<file path="src/rtl/brc_pipe.sv">
// Pipelined RV32 branch comparator with a valid/ready handshake.
// The subtract-compare is split into STAGES chunks, LSB first, with borrow and equality registered between them.
module brc_pipe #(
  parameter int WIDTH  = 32,
  parameter int STAGES = 2,
  parameter int TAG_W  = 5
) (
  input  logic             i_clk,
  input  logic             i_rst_n,
  input  logic             i_flush,
  input  logic             i_valid,
  output logic             o_ready,
  input  logic [WIDTH-1:0] i_rs1_data,
  input  logic [WIDTH-1:0] i_rs2_data,
  input  logic [2:0]       i_br_op,
  input  logic [TAG_W-1:0] i_tag,
  output logic             o_valid,
  input  logic             i_ready,
  output logic             o_br_less,
  output logic             o_br_equal,
  output logic             o_taken,
  output logic             o_illegal,
  output logic [TAG_W-1:0] o_tag
);
  localparam int C  = WIDTH / STAGES;
  localparam int NR = (STAGES > 1) ? STAGES - 1 : 1;

  // Inter-stage registers: entry k holds the state after chunk k.
  logic             valid_q [NR];
  logic             valid_d [NR];
  logic [WIDTH-1:0] a_q     [NR];
  logic [WIDTH-1:0] a_d     [NR];
  logic [WIDTH-1:0] b_q     [NR];
  logic [WIDTH-1:0] b_d     [NR];
  logic [2:0]       op_q    [NR];
  logic [2:0]       op_d    [NR];
  logic [TAG_W-1:0] tag_q   [NR];
  logic [TAG_W-1:0] tag_d   [NR];
  logic             cout_q  [NR];
  logic             cout_d  [NR];
  logic             eq_q    [NR];
  logic             eq_d    [NR];

  logic             out_valid_q, out_valid_d;
  logic             less_q, less_d;
  logic             equal_q, equal_d;
  logic             taken_q, taken_d;
  logic             illegal_q, illegal_d;
  logic [TAG_W-1:0] out_tag_q, out_tag_d;

  logic             st_valid  [STAGES];
  logic [WIDTH-1:0] st_a      [STAGES];
  logic [WIDTH-1:0] st_b      [STAGES];
  logic [2:0]       st_op     [STAGES];
  logic [TAG_W-1:0] st_tag    [STAGES];
  logic             st_cin    [STAGES];
  logic             st_eq     [STAGES];
  logic             st_cout   [STAGES];
  logic             st_eq_out [STAGES];

  logic en;
  logic uns, ax, bx;

  assign en      = ~out_valid_q | i_ready;
  assign o_ready = en;

  always_comb begin
    st_valid[0] = i_valid & en;
    st_a[0]     = i_rs1_data;
    st_b[0]     = i_rs2_data;
    st_op[0]    = i_br_op;
    st_tag[0]   = i_tag;
    st_cin[0]   = 1'b1;
    st_eq[0]    = 1'b1;
    for (int k = 1; k < STAGES; k++) begin
      st_valid[k] = valid_q[k-1];
      st_a[k]     = a_q[k-1];
      st_b[k]     = b_q[k-1];
      st_op[k]    = op_q[k-1];
      st_tag[k]   = tag_q[k-1];
      st_cin[k]   = cout_q[k-1];
      st_eq[k]    = eq_q[k-1];
    end
  end

  // Carry out of A_k + ~B_k + cin: no borrow when A_k > B_k, or A_k == B_k with no borrow coming in.
  always_comb begin
    for (int k = 0; k < STAGES; k++) begin
      st_cout[k]   = (st_a[k][k*C +: C] > st_b[k][k*C +: C]) |
                     ((st_a[k][k*C +: C] == st_b[k][k*C +: C]) & st_cin[k]);
      st_eq_out[k] = st_eq[k] & (st_a[k][k*C +: C] == st_b[k][k*C +: C]);
    end
  end

  always_comb begin
    for (int k = 0; k < NR; k++) begin
      valid_d[k] = 1'b0;
      a_d[k]     = '0;
      b_d[k]     = '0;
      op_d[k]    = '0;
      tag_d[k]   = '0;
      cout_d[k]  = 1'b0;
      eq_d[k]    = 1'b0;
    end
    for (int k = 0; k < STAGES - 1; k++) begin
      valid_d[k] = st_valid[k];
      a_d[k]     = st_a[k];
      b_d[k]     = st_b[k];
      op_d[k]    = st_op[k];
      tag_d[k]   = st_tag[k];
      cout_d[k]  = st_cout[k];
      eq_d[k]    = st_eq_out[k];
    end
  end

  // Final stage: the sign of the (WIDTH+1)-bit difference gives "less"; illegal ops have op[1]=1 and so compare unsigned.
  always_comb begin
    uns         = st_op[STAGES-1][1];
    ax          = uns ? 1'b0 : st_a[STAGES-1][WIDTH-1];
    bx          = uns ? 1'b0 : st_b[STAGES-1][WIDTH-1];
    less_d      = ax ^ ~bx ^ st_cout[STAGES-1];
    equal_d     = st_eq_out[STAGES-1];
    illegal_d   = (st_op[STAGES-1][2:1] == 2'b01);
    out_valid_d = st_valid[STAGES-1];
    out_tag_d   = st_tag[STAGES-1];
    taken_d     = 1'b0;
    case (st_op[STAGES-1])
      3'b000:         taken_d = equal_d;
      3'b001:         taken_d = ~equal_d;
      3'b100, 3'b110: taken_d = less_d;
      3'b101, 3'b111: taken_d = ~less_d;
      default:        taken_d = 1'b0;
    endcase
  end

  always_ff @(posedge i_clk) begin
    if (!i_rst_n) begin
      for (int k = 0; k < NR; k++) begin
        valid_q[k] <= 1'b0;
        a_q[k]     <= '0;
        b_q[k]     <= '0;
        op_q[k]    <= '0;
        tag_q[k]   <= '0;
        cout_q[k]  <= 1'b0;
        eq_q[k]    <= 1'b0;
      end
      out_valid_q <= 1'b0;
      less_q      <= 1'b0;
      equal_q     <= 1'b0;
      taken_q     <= 1'b0;
      illegal_q   <= 1'b0;
      out_tag_q   <= '0;
    end else begin
      if (en) begin
        for (int k = 0; k < NR; k++) begin
          valid_q[k] <= valid_d[k];
          a_q[k]     <= a_d[k];
          b_q[k]     <= b_d[k];
          op_q[k]    <= op_d[k];
          tag_q[k]   <= tag_d[k];
          cout_q[k]  <= cout_d[k];
          eq_q[k]    <= eq_d[k];
        end
        out_valid_q <= out_valid_d;
        less_q      <= less_d;
        equal_q     <= equal_d;
        taken_q     <= taken_d;
        illegal_q   <= illegal_d;
        out_tag_q   <= out_tag_d;
      end
      if (i_flush) begin
        for (int k = 0; k < NR; k++) valid_q[k] <= 1'b0;
        out_valid_q <= 1'b0;
      end
    end
  end

  assign o_valid    = out_valid_q;
  assign o_br_less  = less_q;
  assign o_br_equal = equal_q;
  assign o_taken    = taken_q;
  assign o_illegal  = illegal_q;
  assign o_tag      = out_tag_q;

endmodule

</file>
<file path="config.mk">
export PLATFORM = sky130hd
export DESIGN_NAME = brc_pipe
export DESIGN_NICKNAME = d
export VERILOG_FILES = /design/src/rtl/brc_pipe.sv
export SDC_FILE = /design/constraint.sdc
export NUM_CORES = 1
export LEC_CHECK = 0
export ABC_AREA = 1
export CAP_MARGIN = 0
export CORE_ASPECT_RATIO = 0.6
export CORE_MARGIN = 10
export CORE_UTILIZATION = 48
export CTS_CLUSTER_DIAMETER = 120
export DETAILED_ROUTE_END_ITERATION = 6
export GPL_ROUTABILITY_DRIVEN = 1
export PLACE_DENSITY = 0.81
export SYNTH_ARGS = -nofsm -noshare
export SYNTH_HDL_FRONTEND = slang
export SYNTH_SLANG_ARGS = --single-unit
export TNS_END_PERCENT = 1
</file>
<file path="constraint.sdc">
create_clock -name i_clk -period 2.3 [get_ports i_clk]
set_clock_uncertainty 0.15 [all_clocks]
set_input_delay 0.345 -clock i_clk [delete_from_list [all_inputs] [get_ports i_clk]]
set_output_delay 0.345 -clock i_clk [all_outputs]
set_load 0.05 [all_outputs]
</file>
## Word level (Yosys, flattened, before mapping)

Memories as Yosys holds them, arrays and structs flattened. A register that Yosys moved wholly into a read port is not among the register bits.
Index checks and enable logic that the tools add are counted.

- Flip-flop bits (word level): 4
- Bits in writable memories: 75
- Bits of input ports: 77
- Output and inout port bits: 11
- Logic and storage cells: 70
- Memories: 7

- $lt $le $gt $ge: 2
- Eq/ne operators: 8
- Multiplexer cells: 24
- Bitwise gates (word level): 13
- Reductions and logical operators: 12

Memory list:

| memory | depth | bits a word | rd ports | clocked after memory_dff | wr ports | RTL line | RTL |
|---|---|---|---|---|---|---|---|
| a_q | 1 | 32 | 1 | 0 | 1 | 31 | `logic [WIDTH-1:0] a_q [NR];` |
| b_q | 1 | 32 | 1 | 0 | 1 | 33 | `logic [WIDTH-1:0] b_q [NR];` |
| tag_q | 1 | 5 | 1 | 1 | 1 | 37 | `logic [TAG_W-1:0] tag_q [NR];` |
| op_q | 1 | 3 | 1 | 0 | 1 | 35 | `logic [2:0] op_q [NR];` |
| cout_q | 1 | 1 | 1 | 0 | 1 | 39 | `logic cout_q [NR];` |
| eq_q | 1 | 1 | 1 | 0 | 1 | 41 | `logic eq_q [NR];` |
| +1 memories | n/a | n/a | n/a | n/a | n/a | n/a |  |

Operators with widths:

| operator | count |
|---|---|
| $mux W32 | 2 |
| $reduce_or A32 Y1 | 2 |
| $eq A16 B16 Y1 | 2 |
| $gt A16 B16 Y1 | 2 |
| $mux W1 | 19 |
| $eq A3 B3 Y1 const B | 4 |
| $reduce_or A2 Y1 | 3 |
| $mux W5 | 1 |
| $not A1 Y1 | 5 |
| $reduce_or A5 Y1 | 1 |
| $pmux W1 S4 | 1 |
| $and A1 B1 Y1 | 3 |
| $eq A3 B1 Y1 const B | 1 |
| $logic_not A3 Y1 | 1 |
| $mux W3 | 1 |
| $or A1 B1 Y1 | 3 |
| $reduce_or A1 Y1 | 3 |
| $reduce_or A3 Y1 | 1 |
| $eq A2 B1 Y1 const B | 1 |
| $xor A1 B1 Y1 | 2 |
| $logic_not A1 Y1 | 1 |

## Longest topological paths before layout

Gate-level depths: netlist of the first run.

- Depth after elaboration: 7
- Depth in mapped cells: 17
- Gate-level depth less buffers: 17

## Worst setup path before layout of the first run

OpenSTA, ideal clock, no wires.

- Path kind: reg-to-reg
- Start: register out_valid_q, in the netlist o_valid (read register of valid_q)
- End: memory a_q[0][16], enable pin
- Library setup time: 0.396 ns
- Arrival time: 2.051 ns
- Required time: 1.754 ns
- Path slack: -0.298 ns
- Stages on the path, launching flop included: 7
- Buffers on the path: 1
- Period minus slack after synthesis: 2.598 ns
- Cells stage by stage: dfxtp_1 inv_1 nor2_1 inv_1 nor2_1 buf_6 inv_1

- Longest elaborated chain between the ends: 7

Ends and longest elaborated chain:

| what | RTL line | RTL |
|---|---|---|
| start, declared | 44 | `logic out_valid_q, out_valid_d;` |
| $not A1 Y1 * | 64 | `assign en = ~out_valid_q \| i_ready;` |
| $or A1 B1 Y1 * | 64 |  |
| via o_ready | 12 | `output logic o_ready,` |
| $mux W1 * | 154 | `if (en) begin` |
| $mux W1 * | 137 | `if (!i_rst_n) begin` |
| $mux W1 (not written as such) * | 157 | `a_q[k] <= a_d[k];` |
| $reduce_or A32 Y1 (no line) | n/a |  |
| $mux W1 (no line) * | n/a |  |
| end, declared | 31 |  |

The timed path passes the listed nets; every way through them passes the cells marked *.

## Final worst setup path of the first run

- Start: register out_tag_q[4], in the netlist o_tag[4] (read register of tag_q)
- End: output o_tag[4]

RTL lines:

| what | RTL line | RTL |
|---|---|---|
| start, declared | 49 | `logic [TAG_W-1:0] out_tag_q, out_tag_d;` |
| end, declared | 23 | `output logic [TAG_W-1:0] o_tag` |

No word-level cell between the ends.

==> results of run 1 <==
## kinds of logic (layout without fill, tap and decap cells)
| group | count (synthesis) | in the layout |
|---|---|---|
| AND/OR/NAND/NOR | 120 | 120 |
| buffers and inverters | 102 | 196 |
| adder cells (fa/ha/maj) | 32 | 32 |
| AO/OA/AOI/OAI | 30 | 30 |
| flip-flops | 53 | 53 |
## flip-flops by register name, indices dropped and copies added, names as in the netlist
signal      count
cout_q          1
o_tag           5
o_illegal       1
o_br_less       1
eq_q            1
a_q            16
b_q            16
o_br_equal      1
o_taken         1
op_q            3
valid_q         1
o_valid         1
tag_q           5
## area by class of cell
type                    instances  area [sq um]
flip-flops and latches         53          1490
repair buffers                 91           936
clock buffers                   6          82.6
fillers                       485          1970
inverters                      97           368
well taps                      84           105
multi-input cells             182          1120
clock inverters                 2          13.8
## worst min path at each step
stage               startpoint        end  slack, ps  cells past startpoint
finish               o_br_less  o_br_less        310                      2
global route         o_br_less  o_br_less        340                      2
CTS                  o_br_less  o_br_less        310                      2
detailed placement   o_br_less  o_br_less        290                      2
global placement     o_br_less  o_br_less        290                      2
floorplan              i_flush    o_valid        260                      1
## synth_stat cells
cell type / n
inv_2: 1
ha_1: 32
o21ai_0: 5
a22o_1: 6
o211ai_1: 2
nand4_1: 2
edfxtp_1: 42
dfxtp_1: 11
a21oi_1: 10
a22oi_1: 1
nor2_1: 55
o22ai_1: 1
buf_6: 1
nor2_2: 4
clkbuf_1: 4
nor3_1: 1
nand2_2: 8
o21ai_1: 1
nand2_1: 36
o21a_1: 1
nor2_4: 1
a21o_1: 2
nand3_1: 9
nor4_1: 1
nand3_2: 3
inv_1: 96
a21oi_2: 1
## layer usage
metal	GRT usage [%]	up-vias	part of all wire, %
met3	3.95	10	4.8
met5	0	-	0
met1	18.0	1018	48
met2	22.1	49	46
met4	4.03	0	1.3
li1	-	1232	-
## through the flow
step / area [sq um] / cells / power, W / util, %
floorplan: 3000 / 337 / 0.00138 / -
global placement: 4010 / 507 / 0.00157 / 66.0
detailed placement: 4010 / 507 / 0.00159 / 66.0
CTS: 4110 / 515 / 0.00213 / 67.6
global route: 4110 / 515 / 0.00224 / 67.6
finish: 4110 / 515 / 0.00211 / 67.6
## power groups by stage
stage / clock network (W) / registers, W / logic, W
after floorplan: 0 / 0.00116 / 0.000217
after global placement: 0 / 0.00113 / 0.000443
after detailed placement: 0 / 0.00113 / 0.000460
after CTS: 0.000556 / 0.00111 / 0.000464
after global routing: 0.000606 / 0.00111 / 0.000517
final: 0.000544 / 0.00111 / 0.000458
==> flow_metrics.tcl, run 1 <==
set metrics [dict create \
    max_freq_ghz 0.500 \
    ioPinCount 88 \
    synth-xor-area-share_pct 0 \
    finalCritPeriodShare_pct 86.9 \
    relSlewSlack_pct 64.1 \
    seqPwrFrac_pct 52.5 \
    drv_slew 0 \
    syn_nets 446 \
    grtUsageTotal_pct 13.8 \
    r2r_start "a_q[0][31]" \
    synth_mux_area_share_pct 0 \
    chipWidth_um 122 \
    insertion_delay_ps 310 \
    synthCells 337 \
    endpoint_kind "primary output" \
    cts_root_buffer "clkbuf_8" \
    synthAdderAreaFrac_pct 13.4 \
    status "finished, final reports clean" \
    grt_pass1_vias 2373 \
    power_switching_w 0.000543 \
    area_delta_synth_final_pct 37.4 \
    fin_nets 539 \
    crit_fanout 2 \
    drv_cap 0 \
    synth_area_leader_cell "edfxtp_1" \
    synth_top_family_by_area "simple AND/OR/NAND/NOR gates" \
    cts-hold-fix-buffers 0 \
    layout_commonest_cell "inv_1" \
    crit_arrival_ps 1500 \
    grt_pass1_wl_mm 10.9 \
    grt-ovfl-total 0 \
    cts_buffers 5 \
    yosys.area.top_type_share_pct 42.2 \
    die_area_sq_mm 0.00989 \
    port_buffers 87 \
    crit_start "o_tag[4]" \
    syn_avg_cell_area_sq_um 8.88 \
    worst-path-stages 1 \
    cts_tree "built" \
    cts-resized-gates 0 \
    cp.required_ps 1800 \
    crit_buf_inv 1 \
    clock-sinks 53 \
    p_int_w 0.00157 \
    worstSetupEndpoint "o_tag[4]" \
    die_h_um 81.2 \
    switching_share_pct 25.7 \
    htreeDepth 2 \
    combinationalPowerShare_pct 21.7 \
    path_delay_family "buffers and inverters" \
    worst_path_max_delay_cell "clkdlybuf4s50_1" \
    start_util_pct 49.2 \
    synth-seq-area-share_pct 49.5 \
    first_pass_iters 4 \
    ant_nets 0 \
    viasPerCell 4.48 \
    synth_area_leaders "edfxtp_1 (42%), ha_1 (13%), inv_1 (12%)" \
    fin_crit_ps 2000 \
    vias 2309 \
    hold_viol 0 \
    p_clk_share_pct 25.8 \
    finalSetupTns_ps 0 \
    setup_viol 0 \
    p_per_area_mw_per_mm2 514 \
    grt_max_degree 43 \
    tightestPinTransition_ps 537 \
    crit_chain "clkdlybuf4s50_1" \
    crit_type "reg -> out" \
    synth_area_sq_mm 0.00299 \
    rr_endpoint "o_taken" \
    core_sq_mm 0.00608 \
    fin_ws_ps 300 \
    postCtsSetupRepairBufs 0 \
    cts_max_path_buffers 2 \
    ys_types 27 \
    synth_compound_area_share_pct 6.44 \
    synth_seq_cells 53 \
    dp_slack_ps 104 \
    drt_iter0_drc 85 \
    power_leakage_nw 2.01 \
    rows 22 \
    n_antenna_cell 0 \
    rsz0062_at_grt "no" \
    wl_mm 6.62 \
    hpwl_mm 5.34 \
    grt_antenna_before_repair 0 \
    r2r.worst_path.cells 12 \
    wire_per_inst_um 12.8 \
    clkTransAtPathRegs_ps 100 \
    r2r_setup_slack_ps 330 \
    synth-simple-area-share_pct 17.6 \
    crit_path_start_kind "flop" \
    synth-warning-count 0 \
    vdd_drop_max_v 0.000326 \
    drive_above_1_share_pct 7.89 \
    mostFrequentLayoutCells "inv_1 (94), clkdlybuf4s50_1 (86), nor2_1 (55)" \
    drc 0 \
    gp_congestion 0.811 \
    hp-class "reg -> reg" \
    slowest_delay_ps 830 \
    holdWs_ps 307 \
]
Power figures use the tool's default switching activity.
==> run 2, diff against run 1 <==
- CORE_UTILIZATION: 48 -> 35
- PLACE_DENSITY: 0.81 -> unset
==> run 2 against run 1 <==
  * Register-to-register slack got worse by 40 ps
  * Global-route usage shrank 3.4 points
  * Clock power grew 45%
  * Sequential power about the same
  * Design area increased by 2.3%
  * Non-clock buffer count stayed put
  * Sequential cell count stayed put
  * Largest power group unchanged
  * Total power is 11% higher
  * Routed wire length is 3.2% higher
==> flow_metrics.tcl, run 2 (same netlist as run 1, synthesis figures left out) <==
set metrics [dict create \
    status "finished, final reports clean" \
    endpoint_kind "flop" \
    clkTransAtPathRegs_ps 70 \
    p_int_w 0.00176 \
    wire_per_inst_um 12.6 \
    n_antenna_cell 0 \
    grt_pass1_wl_mm 10.9 \
    grtUsageTotal_pct 10.4 \
    power_switching_w 0.000590 \
    grt-ovfl-total 0 \
    cts_max_path_buffers 2 \
    finalCritPeriodShare_pct 87.6 \
    wl_mm 6.83 \
    reg_top3 "a_q x16, b_q x16" \
    crit_type "reg -> reg" \
    hp-class "reg -> reg" \
    fillers 813 \
    cts_root_buffer "clkbuf_16" \
    drive_above_1_share_pct 7.89 \
    grt_max_degree 43 \
    tightestPinTransition_ps 534 \
    grt_antenna_before_repair 0 \
    port_buffers 87 \
    grt_pass1_vias 2229 \
    insertion_delay_ps 290 \
    seq_area_sq_mm 0.00149 \
    fin_ws_ps 286 \
    vias 2258 \
    start_util_pct 35.5 \
    cts-resized-gates 0 \
    core_sq_mm 0.00843 \
    cp.required_ps 2340 \
    hpwl_mm 5.37 \
    die_h_um 91.6 \
    drc 0 \
    cts_tree "built" \
    p_clk_share_pct 33.5 \
    first_pass_iters 4 \
    postCtsSetupRepairBufs 0 \
    drt_iter0_drc 101 \
    relSlewSlack_pct 64.3 \
    dp_slack_ps 53.3 \
    crit_fanout 3 \
    combinationalPowerShare_pct 19.3 \
    vdd_drop_max_v 0.000268 \
    seqPwrFrac_pct 47.2 \
    drv_cap 0 \
    die_area_sq_mm 0.0128 \
    cts_buffers 5 \
    crit_path_start_kind "flop" \
    max_freq_ghz 0.496 \
    power_leakage_nw 2.04 \
    clock-sinks 53 \
    mostFrequentLayoutCells "inv_1 (94), clkdlybuf4s50_1 (86), nor2_1 (55)" \
    area_delta_synth_final_pct 40.6 \
    holdWs_ps 307 \
    ioPinCount 88 \
    switching_share_pct 25.1 \
    drv_slew 0 \
    rsz0062_at_grt "no" \
    multi_input_area_sq_mm 0.00112 \
    setup_viol 0 \
    fin_nets 539 \
    hold_viol 0 \
    crit_arrival_ps 2060 \
    htreeDepth 2 \
    layout_commonest_cell "inv_1" \
    finalSetupTns_ps 0 \
    chipWidth_um 139 \
    p_per_area_mw_per_mm2 560 \
    rows 26 \
    ant_nets 0 \
    cts-hold-fix-buffers 0 \
    gp_congestion 0.780 \
    fin_crit_ps 2010 \
    viasPerCell 4.16 \
]
-- run 2: changes by cell type in the layout (fill, tap and decap cells not counted) --
cell       before  now
clkinv_2        1    0
inv_6           0    1
clkbuf_8        6    1
clkbuf_16       0    5
-- run 2: critical path, stage by stage, from the launching register on --
cell,delay [ps]
edfxtp_1,390
inv_1,70
ha_1,310
nand2_2,80
nor2_4,130
nand2_2,80
nor2_2,160
nand2_1,120
nand4_1,80
o21ai_0,90
inv_1,70
nand3_2,80
nand2_1,60
nand2_1,40
-- run 2: per-layer routing --
metal / part of all wire, % / up-vias / GRT usage (%) / wire [um]
li1: - / 1239 / - / -
met1: 51 / 969 / 14.2 / 3510
met2: 41 / 45 / 15.2 / 2800
met3: 6.8 / 5 / 4.07 / 467
met4: 0.63 / 0 / 2.08 / 43
met5: 0 / - / 0 / 0
-- run 2: stage by stage --
stage	instance area [sq um]	util, %	instances	total power [W]
6_report	4210	49.9	543	0.00235
5_1_grt	4210	49.9	543	0.00248
4_1_cts	4210	49.9	543	0.00238
3_5_place_dp	4050	48.1	535	0.00159
3_3_place_gp	4050	48.1	535	0.00158
2_1_floorplan	3000	-	337	0.00138
-- run 2: layout make-up --
class	count	area share [%]
flip-flops and latches	53	35.3
multi-input cells	182	26.6
repair buffers	91	22.3
inverters	97	8.75
well taps	112	3.33
clock buffers	6	3.30
clock inverters	2	0.417
-- run 2: worst paths after layout --
kind | cells past startpoint | slack, ps | to | start
setup / recovery | 13 | 290 | o_taken | b_q[0][31]
hold / removal | 2 | 310 | o_br_less | o_br_less
hold reg to reg | 2 | 310 | o_br_less | o_br_less
setup reg to reg | 13 | 290 | o_taken | b_q[0][31]
-- run 2: power groups by stage --
stage,sequential (W),clock (W),combinational (W)
detailed placement,0.00113,0,0.000459
global placement,0.00113,0,0.000450
finish,0.00111,0.000788,0.000455
global route,0.00111,0.000846,0.000517
floorplan,0.00116,0,0.000217
CTS,0.00111,0.000810,0.000463
==> run 3, diff against run 2 <==
- SKIP_LAST_GASP: unset -> 1
==> results of run 3 <==
The final DEF is identical to that of run 2; final timing and power are the same.
